File: src/rtl/load_store_unit.sv
// Load/store unit: sign/zero-extending loads and read-modify-write sub-word stores
// against a word-wide data memory, with a GPIO register accessed unmodified.
module load_store_unit (
  input  logic        clock,
  input  logic        reset,
  input  logic        req_valid,
  output logic        req_ready,
  input  logic        req_we,
  input  logic [1:0]  req_size,
  input  logic        req_unsigned,
  input  logic [31:0] req_addr,
  input  logic [31:0] req_wdata,
  output logic        resp_valid,
  output logic [31:0] resp_rdata,
  output logic        resp_err,
  output logic [31:0] mem_addr,
  output logic [31:0] mem_wdata,
  output logic        mem_rw,
  input  logic [31:0] mem_rdata
);

  typedef enum logic [1:0] {IDLE, READ, WRITE, DONE} state_t;

  localparam logic [31:0] GPIO_ADDR = 32'h0000_ABCD;

  state_t      state_q, state_d;
  logic        we_q, we_d;
  logic [1:0]  size_q, size_d;
  logic        uns_q, uns_d;
  logic [31:0] addr_q, addr_d;
  logic [31:0] wdata_q, wdata_d;
  logic [31:0] word_q, word_d;
  logic        err_q, err_d;

  logic        req_gpio, req_err, req_full, accept;
  logic        gpio_q;
  logic [7:0]  lane_b;
  logic [15:0] lane_h;
  logic [31:0] load_val, store_val;

  always_comb begin
    req_gpio = (req_addr == GPIO_ADDR);
    req_err  = (req_size == 2'b11) ||
               (!req_gpio && ((req_size == 2'b01 && req_addr[0]) ||
                              (req_size == 2'b10 && req_addr[1:0] != 2'b00)));
    req_full = req_gpio || (req_size == 2'b10);
    accept   = req_valid && req_ready;
  end

  always_comb begin
    state_d = state_q;
    we_d    = we_q;
    size_d  = size_q;
    uns_d   = uns_q;
    addr_d  = addr_q;
    wdata_d = wdata_q;
    word_d  = word_q;
    err_d   = err_q;
    case (state_q)
      IDLE: begin
        if (accept) begin
          we_d    = req_we;
          size_d  = req_size;
          uns_d   = req_unsigned;
          addr_d  = req_addr;
          wdata_d = req_wdata;
          err_d   = req_err;
          // Sub-word stores need the current word first, so they share READ with loads.
          if (req_err)                  state_d = DONE;
          else if (!req_we || !req_full) state_d = READ;
          else                           state_d = WRITE;
        end
      end
      READ: begin
        word_d  = mem_rdata;
        state_d = we_q ? WRITE : DONE;
      end
      WRITE:   state_d = DONE;
      DONE:    state_d = IDLE;
      default: state_d = IDLE;
    endcase
  end

  always_comb begin
    gpio_q = (addr_q == GPIO_ADDR);
    case (addr_q[1:0])
      2'd0:    lane_b = word_q[7:0];
      2'd1:    lane_b = word_q[15:8];
      2'd2:    lane_b = word_q[23:16];
      default: lane_b = word_q[31:24];
    endcase
    lane_h    = addr_q[1] ? word_q[31:16] : word_q[15:0];
    load_val  = word_q;
    store_val = wdata_q;
    if (!gpio_q) begin
      case (size_q)
        2'b00: begin
          load_val  = {{24{~uns_q & lane_b[7]}}, lane_b};
          store_val = word_q;
          store_val[{addr_q[1:0], 3'b000} +: 8] = wdata_q[7:0];
        end
        2'b01: begin
          load_val  = {{16{~uns_q & lane_h[15]}}, lane_h};
          store_val = word_q;
          store_val[{addr_q[1], 4'b0000} +: 16] = wdata_q[15:0];
        end
        default: ;
      endcase
    end
  end

  always_comb begin
    req_ready  = (state_q == IDLE) && !reset;
    resp_valid = (state_q == DONE);
    resp_err   = resp_valid && err_q;
    resp_rdata = (resp_valid && !err_q && !we_q) ? load_val : '0;
    mem_addr   = gpio_q ? addr_q : {addr_q[31:2], 2'b00};
    mem_rw     = (state_q == WRITE) && !reset;
    mem_wdata  = (state_q == WRITE) ? store_val : '0;
  end

  always_ff @(posedge clock) begin
    if (reset) begin
      state_q <= IDLE;
      we_q    <= 1'b0;
      size_q  <= '0;
      uns_q   <= 1'b0;
      addr_q  <= '0;
      wdata_q <= '0;
      word_q  <= '0;
      err_q   <= 1'b0;
    end else begin
      state_q <= state_d;
      we_q    <= we_d;
      size_q  <= size_d;
      uns_q   <= uns_d;
      addr_q  <= addr_d;
      wdata_q <= wdata_d;
      word_q  <= word_d;
      err_q   <= err_d;
    end
  end

endmodule

File: config.mk
export PLATFORM = sky130hd
export DESIGN_NAME = load_store_unit
export DESIGN_NICKNAME = d
export VERILOG_FILES = /design/src/rtl/load_store_unit.sv
export SDC_FILE = /design/constraint.sdc
export NUM_CORES = 1
export LEC_CHECK = 0
export ABC_AREA = 0
export BUFFER_PORTS_ARGS = -buffer_cell sky130_fd_sc_hd__clkbuf_2
export CORE_UTILIZATION = 52
export DETAILED_ROUTE_END_ITERATION = 7
export PLACE_DENSITY = 0.81
export SLEW_MARGIN = 20
export SYNTH_ARGS = -nofsm -noshare
export SYNTH_HDL_FRONTEND = slang
export SYNTH_SLANG_ARGS = --single-unit
export TNS_END_PERCENT = 1
File: constraint.sdc
create_clock -name clock -period 2.8 [get_ports clock]
set_clock_uncertainty 0.05 [all_clocks]
set_input_delay 0.14 -clock clock [delete_from_list [all_inputs] [get_ports clock]]
set_output_delay 0.14 -clock clock [all_outputs]
set_load 0.02 [all_outputs]
; ---- After elaboration in Yosys (flattened, before gate mapping)
; Index checks and enable logic that the tools add are counted.
[word_totals]
inputBits = 103
register_bits = 103
elab_cells = 69
output_inout_bits = 100
[classes]
eq_ne = 12
shift = 4
n_bitwise = 3
add_sub_neg = 2
reduce_logical = 24
n_mux = 16
[op_table]
columns = op, n
row1 = 32-bit two-way mux, 4
row2 = 32-bit case mux with 2 select lines, 2
row3 = 32-bit bitwise mux, 2
row4 = 32-bit by 16-bit equality test with 1-bit output (second input constant), 2
row5 = 16-bit by 7-bit variable shift with 32-bit output (first input constant), 1
row6 = 8-bit by 7-bit variable shift with 32-bit output (first input constant), 1
row7 = 16-bit by 7-bit indexed part select with 32-bit output, 1
row8 = 8-bit by 7-bit indexed part select with 32-bit output, 1
row9 = 8-bit case mux with 3 select lines, 1
row10 = 16-bit two-way mux, 1
row11 = 5-bit negation with 7-bit output, 2
row12 = 2-bit equality test (second input constant), 5
row13 = 1-bit logical AND, 9
row14 = 2-bit by 1-bit equality test with 1-bit output (second input constant), 4
row15 = 2-bit two-way mux, 4
row16 = 2-bit case mux with 4 select lines, 1
row17 = 1-bit logical NOT, 6
row18 = 2-bit logical NOT, 3
row19 = 1-bit logical OR, 4
row20 = 1-bit bitwise AND, 2
row21 = 2-bit != test (second input constant), 1
row22 = 2-bit AND reduction, 1
row23 = 2-bit nonzero test, 1
row24 = 1-bit two-way mux, 1
row25 = 1-bit NOT, 1

; ---- Longest topological paths before layout
[logic_depth]
ltp_word = 8
depth_mapped = 10
mapped_depth_nobuf = 7

; ---- Worst setup path before layout
; OpenSTA, ideal clock, no wires.
[synth_path]
kind = register to output
startpoint = reg addr_q[1]
endpoint = out resp_rdata[15]
setup_slack_ns = 0.165
t_required_ns = 2.610
stages_incl_launch_ff = 11
arrival_time_ns = 2.445
path_buffers = 3
path_cell_list = dfxtp_1 > buf_2 > clkinv_1 > ha_1 > and4b_1 > nand4_1 > o21ba_2 > buf_6 > clkbuf_1 > nor2_1 > nor3_1
[synth_via]
elab_chain_cells = 6
elab_cells_between_ends = 10
classes_between = 3 x eq/ne / 5 x mux / 1 x bitwise / 1 x reduce/logical
[synth_lines]
columns = item, line_no
row1 = from (decl), 30  ; logic [31:0] addr_q, addr_d;
row2 = from (signal assigned), 137  ; addr_q <= addr_d;
row3 = "2-bit equality test, or another cell as far along", 86  ; case (addr_q[1:0])
row4 = 8-bit case mux with 3 select lines, 86
row5 = 1-bit bitwise AND, 98  ; load_val = {{24{~uns_q & lane_b[7]}}, lane_b};
row6 = 32-bit case mux with 2 select lines, 96  ; case (size_q)
row7 = 32-bit two-way mux (*), 95  ; if (!gpio_q) begin
row8 = 32-bit two-way mux (*), 116  ; resp_rdata = (resp_valid && !err_q && !we_q) ? load_val : '0;
row9 = to (decl), 14  ; output logic [31:0] resp_rdata,
; Every way passes the cells marked *; elsewhere a longest branch is shown, timed or not.

; ---- Final worst setup path
[layout_path]
startpoint = reg addr_q[1]
endpoint = out resp_rdata[0]
[layout_via]
elab_chain_cells = 5
elab_cells_between_ends = 9
classes_between = 3 x eq/ne / 5 x mux / 1 x reduce/logical
[layout_lines]
columns = item, line_no
row1 = "2-bit equality test, or another cell as far along", 86
row2 = 8-bit case mux with 3 select lines, 86
row3 = 32-bit case mux with 2 select lines, 96
row4 = 32-bit two-way mux (*), 95
row5 = 32-bit two-way mux (*), 116
; Marked as above.

==> results by stage <==
Cells and area:
- The final cell area excluding filler cells is 8530 µm².
- After the last flow step, the layout net total stands at between 1000 and 1500.
- The count of fill cells added during filler insertion is 860.
- For this run, the number of standard cells in the final layout without fillers is 1206.
- The growth of design area from synthesis to finish is 35.1%.
- Measured on the finished design, the core utilization comes to about 73%.
- The share of cells above drive strength 1 is between 20% and 30%.
- The repair_antennas step left the layout with diodes totalling 0.

Clocking:
- Post-CTS timing repair inserted 0 buffers for setup.
- The maximum number of buffers from clock root to sink is 2.
- The CTS sink count is 103.
- The latest clock arrival within the worst-skew pair is 0.36 ns.
- The clock tree synthesis step divided the H-tree into 3 levels.
- The clock tree root driver cell is clkbuf_16.
- The number of buffers added by the clock tree synthesis step is 9.
- The clock-pin slew on the worst setup and hold paths is 0.07 ns.
- TritonCTS built the clock tree.

Floorplan:
- Measured along the x axis, the die boundary spans 112 µm.
- The area of the placeable core is 11600 µm².
- The die covers 12600 µm².
- In this run the vertical extent of the chip is 112 µm.
- For this design the top-level I/O count stands at 203.
- The initial standard-cell utilization of the core is 54.4%.
- The count of standard-cell rows is 39.

Detailed routing:
- The detailed router placed between 7000 and 8000 vias in this run.
- The initial DRC count is between 800 and 900.
- In the routed design, unresolved DRC markers number 13.
- The final layout contains routed wiring with a total length of 22000 µm.
- The via density per instance is 5.95.
- Once detail routing completed, the nets flagged for antenna violations numbered 0.
- The detailed-router iteration count before antenna repair is 8.
- The detailed-route wire length per cell is 18.2 µm.

Setup path:
- For the worst setup path, the data arrival time is 2.56 ns.
- The worst-path cell with the longest stage delay is dfxtp_1.
- The source of the worst register-to-register timing path is state_q[1].
- The data required time at the worst endpoint is between 2 and 3 ns.
- Together, buffers and inverters on the worst path number 3.
- The worst setup path is launched from a flip-flop.
- The critical path starts at addr_q[1].
- Counting buffers and inverters, the worst setup path is 9 cells deep.
- The end of the worst register-to-register path is addr_q[30].
- The signal on the critical path passes through clkinv_1 -> ha_1 -> and4b_1 -> nand4_1 -> o21ba_4 -> buf_4 -> nor2_1 -> a211oi_1 -> clkbuf_2.
- The reg2reg setup slack is 0.85 ns.
- The worst setup path is of the flip-flop to output pin kind.
- Among cell families on the critical path, the largest total delay comes from compound AO/OA/AOI/OAI gates.
- The largest driver fanout on the critical path is 22.
- The worst register-to-register path has a depth of 6.
- The delay of the slowest critical-path stage is 0.35 ns.
- In this run the worst setup path terminates at resp_rdata[0].
- The kind of end point of the critical path is an output pin.

STA:
- The final number of max-transition violations was 0.
- In the finished design, the share of the clock period the worst path needs comes to between 90% and 100%.
- The final setup violation count is 0.
- The clock period could shrink to 2.75 ns.
- The measured slew at the worst slew-check pin is 0.692 ns.
- Adding up every negative setup slack in the final design gives 0 ns.
- Setup repair after global routing could not meet its margin everywhere.
- The maximum clock frequency is 363 MHz.
- The number of failing hold endpoints at the final stage is 0.
- In this run the tightest slew margin relative to its limit is 53.9%.

Global route:
- The first global-routing pass estimated roughly 35000 µm of wire.
- The initial antenna violation count is 0.
- The total grt overflow is 0.
- The number of global-route vias before repair is 6897.
- Entering global routing, the biggest net connects 69 pins.
- The global-route usage over all layers is 35.3%.

Synthesis:
- The Yosys step of the flow raised 0 warnings.
- Of the total synthesized cell area, the portion taken by XOR and XNOR cells is 0%.
- The fraction of synthesis flops using an asynchronous set or reset pin is 0%.
- The combinational family with the most area after synthesis is compound AO/OA/AOI/OAI gates.
- The flip-flop and latch count after synthesis is ~100.
- The proportion of synthesized area in mux cells is 8.89%.
- The synthesized netlist devotes around a quarter of its cell area to compound gates.
- The adder-cell share of the synthesized area is 1.98%.
- The share of the Yosys chip area taken by registers is 32.6%.
- The area fraction in and, or, nand and nor cells after synthesis is 23.5%.
- The top cell type by area accounts for 32.6% of the synthesized area.
- Counting flops with a built-in enable in the synthesized netlist gives 0.
- The net count of the mapped netlist is a little over 900.
- After synthesis, the most frequently instantiated cells are 154 x nand2_1, 103 x dfxtp_1, 92 x a21oi_1.
- The cell accounting for the most synthesized area is dfxtp_1.
- The per-instance average area after synthesis is 7.70 µm².
- The cell count after synthesis is 820.
- The most common cell in the synthesized netlist is nand2_1.
- For this run, the leading register cell type out of synthesis is dfxtp_1.
- After synthesis, the netlist uses 55 different library cells.
- Ranked by total cell area, the synthesized netlist is headed by dfxtp_1 33%, nand2_1 9.2%, mux2i_1 8.7%.
- The cell area that synthesis handed to floorplanning was 6320 µm².

Placed design:
- After legalization and detailed placement, the total HPWL measured 14600 µm.
- At the end of routability-driven placement, the weighted congestion stood at between 0.9 and 1.
- The post-placement cell count is between 1000 and 1500.
- The count of input and output buffers is 202.
- The area after detailed placement is 7240 µm².

Status:
- The final reports fail on DRC.
- The run finished, with violations left.

Power:
- The peak supply drop is approximately 0.00056 V.
- The analysis attributes to cell leakage a power of around 3.8 nW.
- The power after layout is 6.42 mW.
- The power per unit of standard cell area is roughly 750 nW/µm².

Flow run:
- Max-cap violations in this run came to 0.

Worst hold path:
- The min-delay analysis places its worst path in the category primary input to flip-flop.
worst min path at each step:
| stage | to | startpoint | depth (start not counted) | slack [ns] |
|---|---|---|---|---|
| CTS | size_q[1] | req_size[1] | 3 | 0.002 |
| floorplan | wdata_q[16] | req_wdata[16] | 2 | 0.23 |
| global placement | wdata_q[10] | req_wdata[10] | 3 | 0.31 |
| detailed placement | uns_q | req_unsigned | 3 | 0.32 |
| finish | word_q[20] | mem_rdata[20] | 3 | 0.01 |
| global route | word_q[20] | mem_rdata[20] | 3 | 0.02 |
stage by stage:
| stage | hold WS (ns) | setup WS, ns |
|---|---|---|
| 6_report | 0.0115 | 0.0479 |
| 4_1_cts | 0.00161 | 0.00624 |
| 5_1_grt | 0.0162 | -0.0413 |
| 2_1_floorplan | 0.226 | 0.165 |
| 3_5_place_dp | 0.319 | 0.331 |
| 3_3_place_gp | 0.314 | 0.396 |
report_power, final:
group / total (mW) / internal (mW) / switching [mW]
combinational: 2.81 / 1.16 / 1.66
clock: 1.37 / 0.788 / 0.580
sequential: 2.23 / 1.78 / 0.457
area by class of cell:
class,instances,area [µm²],area share (%)
flip-flops and latches,103,2070,24.2
inverters,10,37.5,0.440
multi-input cells,612,3730,43.8
clock buffers,9,225,2.64
well taps,143,179,2.10
clock inverters,6,93.8,1.10
repair buffers,323,2200,25.8
registers in the layout (all words and copies together) (netlist names):
name	cells
uns_q	1
word_q	32
err_q	1
size_q	2
we_q	1
addr_q	32
state_q	2
wdata_q	32
cell families (layout without fill, tap and decap cells):
family,Yosys count,count (layout)
AO/OA/AOI/OAI,228,228
adder cells (fa/ha/maj),10,10
buffers and inverters,105,348
flip-flops,103,103
multiplexers,56,56
AND/OR/NAND/NOR,318,318
worst register-to-register path, stage by stage (launching register included):
cell and delay (ns):
dfxtp_1 0.35, inv_1 0.12, ha_1 0.29, and2_2 0.54
buf_4 0.31, nand2_1 0.08, a21oi_1 0.14
timing repair:
item                                    CTS  global route
pin swaps                                 0             1
hold buffers                             94             0
endpoints found under the hold margin    94             0
endpoints found under the setup margin   40            48
resized for setup                         3             6
metal layers:
metal,up-vias,wire length (µm),track usage [%]
met1,3325,8820,42.8
met3,74,2080,9.61
met4,0,805,14.7
met5,-,0,0
li1,3365,-,-
met2,417,10300,59.1
cell usage in the layout (no fill, tap or decap), types with 4 or more instances in the layout:
cell,synthesis,final
a21o_1,16,16
a21oi_1,92,92
a222oi_1,7,7
a22o_1,18,18
a22oi_1,11,11
and2_1,11,9
buf_4,33,24
clkbuf_16,0,9
clkbuf_2,0,201
dfxtp_1,103,102
dlygate4sd3_1,0,94
ha_1,10,9
inv_1,9,9
mux2i_1,55,55
nand2_1,154,153
nand2b_1,10,10
nand3_1,16,16
nor2_1,61,61
nor2b_1,7,7
nor3_1,25,24
nor4_1,6,6
o2111a_1,7,7
o211a_1,4,4
o21ai_0,24,24
o221a_2,8,8
o22ai_1,25,25
Note: power is estimated with default switching activity, not from simulation.
